<file path="config.mk">
export PLATFORM = sky130hd
export DESIGN_NAME = uart_tx_fifo
export DESIGN_NICKNAME = d
export VERILOG_FILES = /design/src/rtl/uart_tx_fifo.sv
export SDC_FILE = /design/constraint.sdc
export NUM_CORES = 1
export LEC_CHECK = 0
export CAP_MARGIN = 30
export CORE_UTILIZATION = 45
export DETAILED_ROUTE_END_ITERATION = 8
export GPL_TIMING_DRIVEN = 0
export SLEW_MARGIN = 30
export SYNTH_ARGS = -nofsm -noshare
export SYNTH_HDL_FRONTEND = slang
export SYNTH_SLANG_ARGS = --single-unit
</file>
<file path="constraint.sdc">
create_clock -name clk -period 6.74 [get_ports clk]
set_input_delay 1.348 -clock clk [delete_from_list [all_inputs] [get_ports clk]]
set_output_delay 1.348 -clock clk [all_outputs]
set_load 0.01 [all_outputs]
</file>
<file path="src/rtl/uart_tx_fifo.sv">
// UART transmitter with input FIFO, parametrised frame format and burst counter.
// Optional even/odd parity bit compiled in with `define UART_TX_PARITY_EN.
module uart_tx_fifo #(
    parameter int CLKS_PER_BIT = 10417,
    parameter int DATA_BITS    = 8,
    parameter int STOP_BITS    = 1,
    parameter int PARITY_ODD   = 0,
    parameter int FIFO_AW      = 2,
    parameter int BURST_LEN    = 6,
    parameter int BURST_W      = 8
) (
    input  logic                 clk,
    input  logic                 reset,
    input  logic [DATA_BITS-1:0] s_data,
    input  logic                 s_valid,
    output logic                 s_ready,
    input  logic                 enable,
    output logic                 txd,
    output logic                 busy,
    output logic                 frame_done,
    output logic [BURST_W-1:0]   burst_count,
    output logic                 burst_done,
    output logic [FIFO_AW:0]     fifo_level
);

    localparam int DEPTH  = 1 << FIFO_AW;
    localparam int BAUD_W = $clog2(CLKS_PER_BIT);
    localparam logic [BAUD_W-1:0]  BAUD_LAST  = BAUD_W'(CLKS_PER_BIT - 1);
    localparam logic [3:0]         DATA_LAST  = 4'(DATA_BITS - 1);
    localparam logic [3:0]         STOP_LAST  = 4'(STOP_BITS - 1);
    localparam logic [BURST_W-1:0] BURST_LAST = BURST_W'(BURST_LEN - 1);
    localparam logic [FIFO_AW:0]   FULL_LEVEL = (FIFO_AW + 1)'(DEPTH);

    generate
        if (CLKS_PER_BIT < 2 || DATA_BITS < 5 || DATA_BITS > 9 || STOP_BITS < 1 ||
            STOP_BITS > 2 || PARITY_ODD < 0 || PARITY_ODD > 1 || BURST_LEN < 1 ||
            BURST_LEN > (1 << BURST_W)) begin : g_bad_param
            $error("uart_tx_fifo: parameter out of range");
        end
    endgenerate

    typedef enum logic [2:0] {
        IDLE,
        START,
        DATA,
`ifdef UART_TX_PARITY_EN
        PARITY,
`endif
        STOP
    } state_t;

    // ---------------- FIFO ----------------
    logic [DATA_BITS-1:0] mem [DEPTH];
    logic [FIFO_AW-1:0]   wr_ptr, rd_ptr;
    logic                 push, pop;

    assign s_ready = (fifo_level != FULL_LEVEL);
    assign push    = s_valid && s_ready;

    // NOTE: the storage array has no reset; the level and pointers alone define its contents.
    always_ff @(posedge clk) begin
        if (push) mem[wr_ptr] <= s_data;
    end

    always_ff @(posedge clk) begin
        if (reset) begin
            wr_ptr     <= '0;
            rd_ptr     <= '0;
            fifo_level <= '0;
        end else begin
            if (push) wr_ptr <= wr_ptr + 1'b1;
            if (pop)  rd_ptr <= rd_ptr + 1'b1;
            case ({push, pop})
                2'b10:   fifo_level <= fifo_level + 1'b1;
                2'b01:   fifo_level <= fifo_level - 1'b1;
                default: fifo_level <= fifo_level;
            endcase
        end
    end

    // ---------------- Serialiser ----------------
    state_t               state, state_n;
    logic [BAUD_W-1:0]    baud_cnt, baud_n;
    logic [3:0]           bit_cnt, bit_n;
    logic [DATA_BITS-1:0] shreg, shreg_n;
    logic                 txd_n, busy_n, frame_done_n, burst_done_n;
    logic [BURST_W-1:0]   burst_count_n;
    logic                 wrap, load;
`ifdef UART_TX_PARITY_EN
    logic                 par, par_n;
`endif

    always_ff @(posedge clk) begin
        if (reset) begin
            state       <= IDLE;
            baud_cnt    <= '0;
            bit_cnt     <= '0;
            shreg       <= '0;
            txd         <= 1'b1;
            busy        <= 1'b0;
            frame_done  <= 1'b0;
            burst_done  <= 1'b0;
            burst_count <= '0;
`ifdef UART_TX_PARITY_EN
            par         <= 1'b0;
`endif
        end else begin
            state       <= state_n;
            baud_cnt    <= baud_n;
            bit_cnt     <= bit_n;
            shreg       <= shreg_n;
            txd         <= txd_n;
            busy        <= busy_n;
            frame_done  <= frame_done_n;
            burst_done  <= burst_done_n;
            burst_count <= burst_count_n;
`ifdef UART_TX_PARITY_EN
            par         <= par_n;
`endif
        end
    end

    // NOTE: every output of this block is defaulted first so no path can infer a latch.
    always_comb begin
        state_n       = state;
        baud_n        = baud_cnt;
        bit_n         = bit_cnt;
        shreg_n       = shreg;
        txd_n         = txd;
        busy_n        = busy;
        frame_done_n  = 1'b0;
        burst_done_n  = 1'b0;
        burst_count_n = burst_count;
        pop           = 1'b0;
        load          = 1'b0;
        wrap          = (baud_cnt == BAUD_LAST);
`ifdef UART_TX_PARITY_EN
        par_n         = par;
`endif
        if (enable) begin
            if (state != IDLE) baud_n = wrap ? '0 : baud_cnt + 1'b1;
            case (state)
                IDLE: load = (fifo_level != '0);
                START: if (wrap) begin
                    state_n = DATA;
                    bit_n   = '0;
                    txd_n   = shreg[0];
                    shreg_n = shreg >> 1;
                end
                DATA: if (wrap) begin
                    if (bit_cnt == DATA_LAST) begin
                        bit_n = '0;
`ifdef UART_TX_PARITY_EN
                        state_n = PARITY;
                        txd_n   = par;
`else
                        state_n = STOP;
                        txd_n   = 1'b1;
`endif
                    end else begin
                        bit_n   = bit_cnt + 1'b1;
                        txd_n   = shreg[0];
                        shreg_n = shreg >> 1;
                    end
                end
`ifdef UART_TX_PARITY_EN
                PARITY: if (wrap) begin
                    state_n = STOP;
                    txd_n   = 1'b1;
                end
`endif
                STOP: if (wrap) begin
                    if (bit_cnt == STOP_LAST) begin
                        frame_done_n = 1'b1;
                        if (burst_count == BURST_LAST) begin
                            burst_done_n  = 1'b1;
                            burst_count_n = '0;
                        end else begin
                            burst_count_n = burst_count + 1'b1;
                        end
                        // Chain straight into the next frame when a word is waiting.
                        load = (fifo_level != '0);
                        if (!load) begin
                            state_n = IDLE;
                            busy_n  = 1'b0;
                        end
                    end else begin
                        bit_n = bit_cnt + 1'b1;
                    end
                end
                default: state_n = IDLE;
            endcase
            if (load) begin
                pop     = 1'b1;
                shreg_n = mem[rd_ptr];
                state_n = START;
                txd_n   = 1'b0;
                busy_n  = 1'b1;
                baud_n  = '0;
`ifdef UART_TX_PARITY_EN
                par_n   = (^mem[rd_ptr]) ^ 1'(PARITY_ODD);
`endif
            end
        end
    end

endmodule

</file>
Word level (Yosys, flattened, before mapping)
Memories as Yosys holds them, arrays and structs flattened. A register that Yosys moved wholly into a read port is not among the register bits.
Index checks and enable logic that the tools add are counted.
{"block": "classes", "n_addsub": 7, "muxes": 46, "reduce_logical": 21, "bitwise": 4, "eq_ne": 22}
{"operator": "$mux 14", "n": 3}
{"operator": "$mux 8", "n": 5}
{"operator": "$ne 3x3->1 const B", "n": 8}
{"operator": "$mux 3", "n": 7}
{"operator": "$mux 4", "n": 5}
{"operator": "$mux 1", "n": 18}
{"operator": "$pmux 8 s2", "n": 1}
{"operator": "$add 14x1->14 const B", "n": 1}
{"operator": "$eq 14x14->1 const B", "n": 1}
{"operator": "$pmux 3 s4", "n": 1}
{"operator": "$pmux 4 s3", "n": 1}
{"operator": "$reduce_bool 3->1", "n": 4}
{"operator": "$ne 2x2->1 const B", "n": 5}
{"operator": "$reduce_and 5->1", "n": 2}
{"operator": "$reduce_bool 2->1", "n": 5}
{"operator": "$add 8x1->8 const B", "n": 1}
{"operator": "$eq 8x3->1 const B", "n": 1}
{"operator": "$reduce_and 4->1", "n": 2}
{"operator": "$reduce_and 8->1", "n": 1}
{"operator": "$eq 3x2->1 const B", "n": 2}
{"operator": "$pmux 3 s2", "n": 1}
{"operator": "$reduce_and 6->1", "n": 1}
{"operator": "$reduce_or 5->1", "n": 1}
{"operator": "$add 2x1->2 const B", "n": 2}
{"operator": "16 further kinds", "n": 21}
{"block": "word_totals", "mem_count": 1, "elab_cells": 113, "input_bits": 12, "output_inout_bits": 16, "ram_bits": 32, "reg_bits": 48}
{"name": "mem", "depth": 4, "width": 8, "read_ports": 1, "rd_clocked_by_memory_dff": 1, "wr": 1, "line": "53", "text": "logic [DATA_BITS-1:0] mem [DEPTH];"}

Longest topological paths before layout
{"block": "depth", "depth_word": 9, "mapped_depth": 13, "depth_no_buf": 12}

Worst setup path after synthesis
OpenSTA, ideal clock, no wires.
{"block": "synth_path", "path_type": "input to register", "from": "input enable", "to": "register fifo_level[2]", "required_ns": 6.669, "slack_ns": 3.550, "setup_time_ns": 0.071, "path_buffers": 0, "cell_stages": 10, "t_arrival_ns": 3.119, "path_cell_list": "nand2_1 > nor4_1 > a21oi_2 > inv_2 > ha_1 > inv_1 > fa_1 > xor2_1 > or3_1 > a21oi_1"}
{"block": "synth_between", "elab_chain_len": 3, "word_cells_on_any_way": 5, "cone_classes": "eq/ne (2); mux (2); reduce/logical (1)"}
{"element": "start: declaration", "line": "17", "text": "input logic enable,"}
{"element": "$mux 1 (*)", "line": "140", "text": "if (enable) begin"}
{"element": "net pop", "line": "55", "text": "logic push, pop;"}
{"element": "$eq 2x1->1 / $eq 2x2->1 (equally long branches)", "line": "73", "text": "case ({push, pop})"}
{"element": "$pmux 3 s2 / $reduce_bool 2->1 (equally long branches)"}
{"element": "end signal: assignment", "line": "74", "text": "2'b10: fifo_level <= fifo_level + 1'b1;"}
{"element": "end signal: assignment", "line": "75", "text": "2'b01: fifo_level <= fifo_level - 1'b1;"}
{"element": "end signal: assignment", "line": "76", "text": "default: fifo_level <= fifo_level;"}
{"element": "end: declaration", "line": "23", "text": "output logic [FIFO_AW:0] fifo_level"}
Mark *: on every way through the listed nets, which the timed path passes. The rest lies on a longest branch.
A chain may end at the register's enable or synchronous reset.

Worst setup path after layout
Same ends and word-level chain as after synthesis.

==> results.md <==
Route:
- The per-cell via count in the routed design is 5.44.
- In the final routed layout, each cell accounts on average for 14.7 µm.
- The number of antenna-violating nets in the routed design is 0.
- The detailed-route via count is 2686.
- Wires add up to 7.26 mm.
- After the first detailed-routing iteration, the DRC count stood at 76.
- The first TritonRoute pass finished after 5 iterations.
- For this run, design rule violations remaining after detail routing come to 0.

Clock network:
- The number of setup buffers added after CTS is 0.
- Counting the buffers created by CTS gives 9.
- The CTS tree is yes.
- For this design, the CTS-stage hold fixing added 0 buffers.
- The clock transition at the registers of the reported paths is 0.09 ns.
- Post-CTS repair changed the size of 0 cells.
- The master cell of the clock root buffer is clkbuf_8.
- The later-pin clock latency in the skew report is 0.36 ns.
- CTS built an H-tree with a depth of 3.
- Clock tree synthesis found a total of 81 sinks.
- The deepest clock path buffer count is 2.

Global routing:
- The global router's overall resource usage is 18.0%.
- The global route total overflow is 0.
- Entering global routing, the biggest net connects 16 pins.
- The number of antenna violations at the first check in global routing is 0.
- The via count of the first global-routing pass is 2433.
- The first-pass GRT wire length is 11.9 mm.

Final layout:
- The synthesis-to-finish area growth is 16.6%.
- At the end of the flow, the number of nets in the layout was 412.
- The commonest non-fill, non-tap cell in the layout is dfxtp_1.
- Once layout is complete, the utilization of the core stands at 53.8%.
- The ratio of cells with drive above 1 in the final layout is 8.74%.
- The number of antenna diodes is 0.
- The final instance area is 4400 µm².
- In the layout the commonest cells are 49 x dfxtp_1, 32 x edfxtp_1, 30 x nor2_1, 27 x clkdlybuf4s50_1, 22 x a21oi_1.

Placed design:
- In this run the tool buffered the top-level ports with 27 buffer cells.
- After detailed placement, the total cell area comes to 4170 µm².
- The post-DP HPWL is 5.13 mm.
- The placer's final routability congestion estimate is 0.789.

Worst setup path:
- For flop-to-flop paths, the worst setup slack is 3.72 ns.
- The worst setup path is of the in -> reg kind.
- The required time at the worst-slack endpoint is 7.04 ns.
- The arrival time of the worst setup path is 3.91 ns.
- Of all nets on the critical path, the largest fanout is 10.
- The capturing element type of the critical path is a register.
- STA classifies the critical path startpoint as an input pin.

Synthesis:
- In the synthesized netlist the dominant register cell turns out to be dfxtp_1.
- The share of Yosys cell area claimed by the top area cell type is 26.0%.
- The fraction of registers with async set/reset is 0%.
- During synthesis, Yosys emitted a total of 0 warnings.
- In the post-synthesis netlist, the biggest area contributors are dfxtp_1 26%, edfxtp_1 25%, ha_1 5.0%.
- The synthesized design contains 32 enable-type register cells.
- In this run the cell area of the synthesized design comes to 3770 µm².
- The number of different library cells used by synthesis comes to 49.
- Counting every instance in the synthesized netlist gives 346.
- The proportion of synthesized chip area in sequential cells is 51.5%.
- The mean post-synth cell area is 10.9 µm².
- The number of register bits inferred by synthesis is 81.
- The post-synth net total is 374.
- The post-synthesis cell type with the largest combined area is dfxtp_1.

Floorplan:
- The die footprint is 8750 µm².
- The vertical extent of the die is 93.5 µm.
- The width of the die is 93.5 µm.
- Row generation in the floorplan step produced 33 rows.
- In this run the count of I/O pins placed on the die edge is 28.
- The initial standard-cell utilization of the core is 46.1%.
- The floorplan core area is 8180 µm².

Pwr:
- The worst vdd rail ir drop is 0.000178 V.
- The power density over the cells is 326 nW/µm².
- The static leakage is 1.58 nW.
- The overall power after layout is 1.43 mW.

STA:
- The maximum clock frequency is 277 MHz.
- Setup repair after global routing left no endpoint under its margin.
- The post-layout minimum cycle time is 3.61 ns.
- The worst path uses 53.5% of the clock period.
- The final hold violation count is 0.
- The count of final max-slew check failures is 0.
- In the final timing run, aggregate negative setup slack is 0 ns.
- The final worst clock skew is 0.00945 ns.
- At the pin with the least slew margin, the transition time is 0.877 ns.
- Setup violations remaining at the end of the flow were counted as 0.
- The relative slew slack is 41.1%.

Min path:
- The min-delay analysis places its worst path in the category reg -> reg.

Outcome:
- The flow ran to the end, and the final reports show no timing, DRC or antenna violations.

Run:
- Max-cap violations in this run came to 0.
synth_stat cells (2+ instances only):
cell type / count
mux4_2: 8
nor4b_1: 2
xor2_1: 13
nand3b_1: 3
or2_2: 2
and2_1: 5
nand2b_1: 2
ha_1: 15
a21o_1: 3
o21ai_0: 11
o21ai_1: 3
o211ai_1: 3
nand4_1: 10
or3_1: 8
o31ai_1: 7
edfxtp_1: 32
inv_1: 18
nor3b_1: 2
nor4_1: 3
nor2_1: 30
a211oi_1: 2
mux2i_1: 7
dfxtp_1: 49
xnor2_1: 7
clkbuf_1: 9
nor3b_2: 2
nand3_1: 13
and3_1: 11
buf_1: 3
and4_1: 2
and4bb_2: 2
nand2_1: 17
nor3_1: 5
a21oi_1: 22
cell families after synthesis:
family          Yosys count  synth area share [%]
buf+inv                  31                  3.09
fa+ha+maj                16                  5.51
mux                      15                  6.64
xor+xnor                 20                  4.65
simple gates            122                  18.1
flops                    81                  51.5
compound gates           61                  10.5
where the power goes:
group,switching [mW],total [mW],internal (mW)
Sequential,0.0349,0.609,0.574
Combinational,0.241,0.421,0.180
Clock,0.191,0.404,0.213
worst paths after layout:
kind	cells past startpoint	startpoint	endpoint
hold reg to reg	2	baud_cnt[13]	baud_cnt[13]
setup reg to reg	13	baud_cnt[0]	fifo_level[2]
setup / recovery	11	enable	fifo_level[2]
hold / removal	2	baud_cnt[13]	baud_cnt[13]
metal layers:
metal	share of wire (%)	global-route usage [%]	wire length (µm)	vias to the layer above
li1	-	-	-	1341
met1	49	24.0	3560	1285
met2	46	27.5	3310	50
met3	3.7	5.20	271	10
met4	1.7	6.92	120	0
met5	0	0	0	-
critical path, stage by stage:
cell and delay, ns:
clkdlybuf4s50_1 0.52, nand2_1 0.12, nor4_1 0.26, a21oi_2 0.20
inv_2 0.22, ha_1 0.22, inv_1 0.06, fa_1 0.37
xor2_1 0.16, or3_1 0.30, a21oi_1 0.13
final cells by class:
class	instances	area [µm²]
flip-flops and latches	81	1940
clock buffers	9	124
repair buffers	27	270
inverters	19	71.3
multi-input cells	234	1710
clock inverters	7	101
well taps	105	131
fillers	731	3780
plain buffers	12	45.0
sequential cells by signal, indices dropped and copies added (netlist names), 3 cells and up, named ones only:
register	flops
mem	32
baud_cnt	14
burst_count	8
shreg	8
bit_cnt	4
fifo_level	3
metrics by stage:
| step | cells | setup WS, ns | hold WS (ns) |
|---|---|---|---|
| 6_report | 494 | 3.13 | 0.487 |
| 3_5_place_dp | 478 | 2.75 | 0.473 |
| 5_1_grt | 494 | 2.98 | 0.519 |
| 4_1_cts | 494 | 3.14 | 0.487 |
| 3_3_place_gp | 478 | 2.77 | 0.470 |
| 2_1_floorplan | 346 | 3.55 | 0.454 |
No activity file was read; power rests on OpenSTA's default activity.
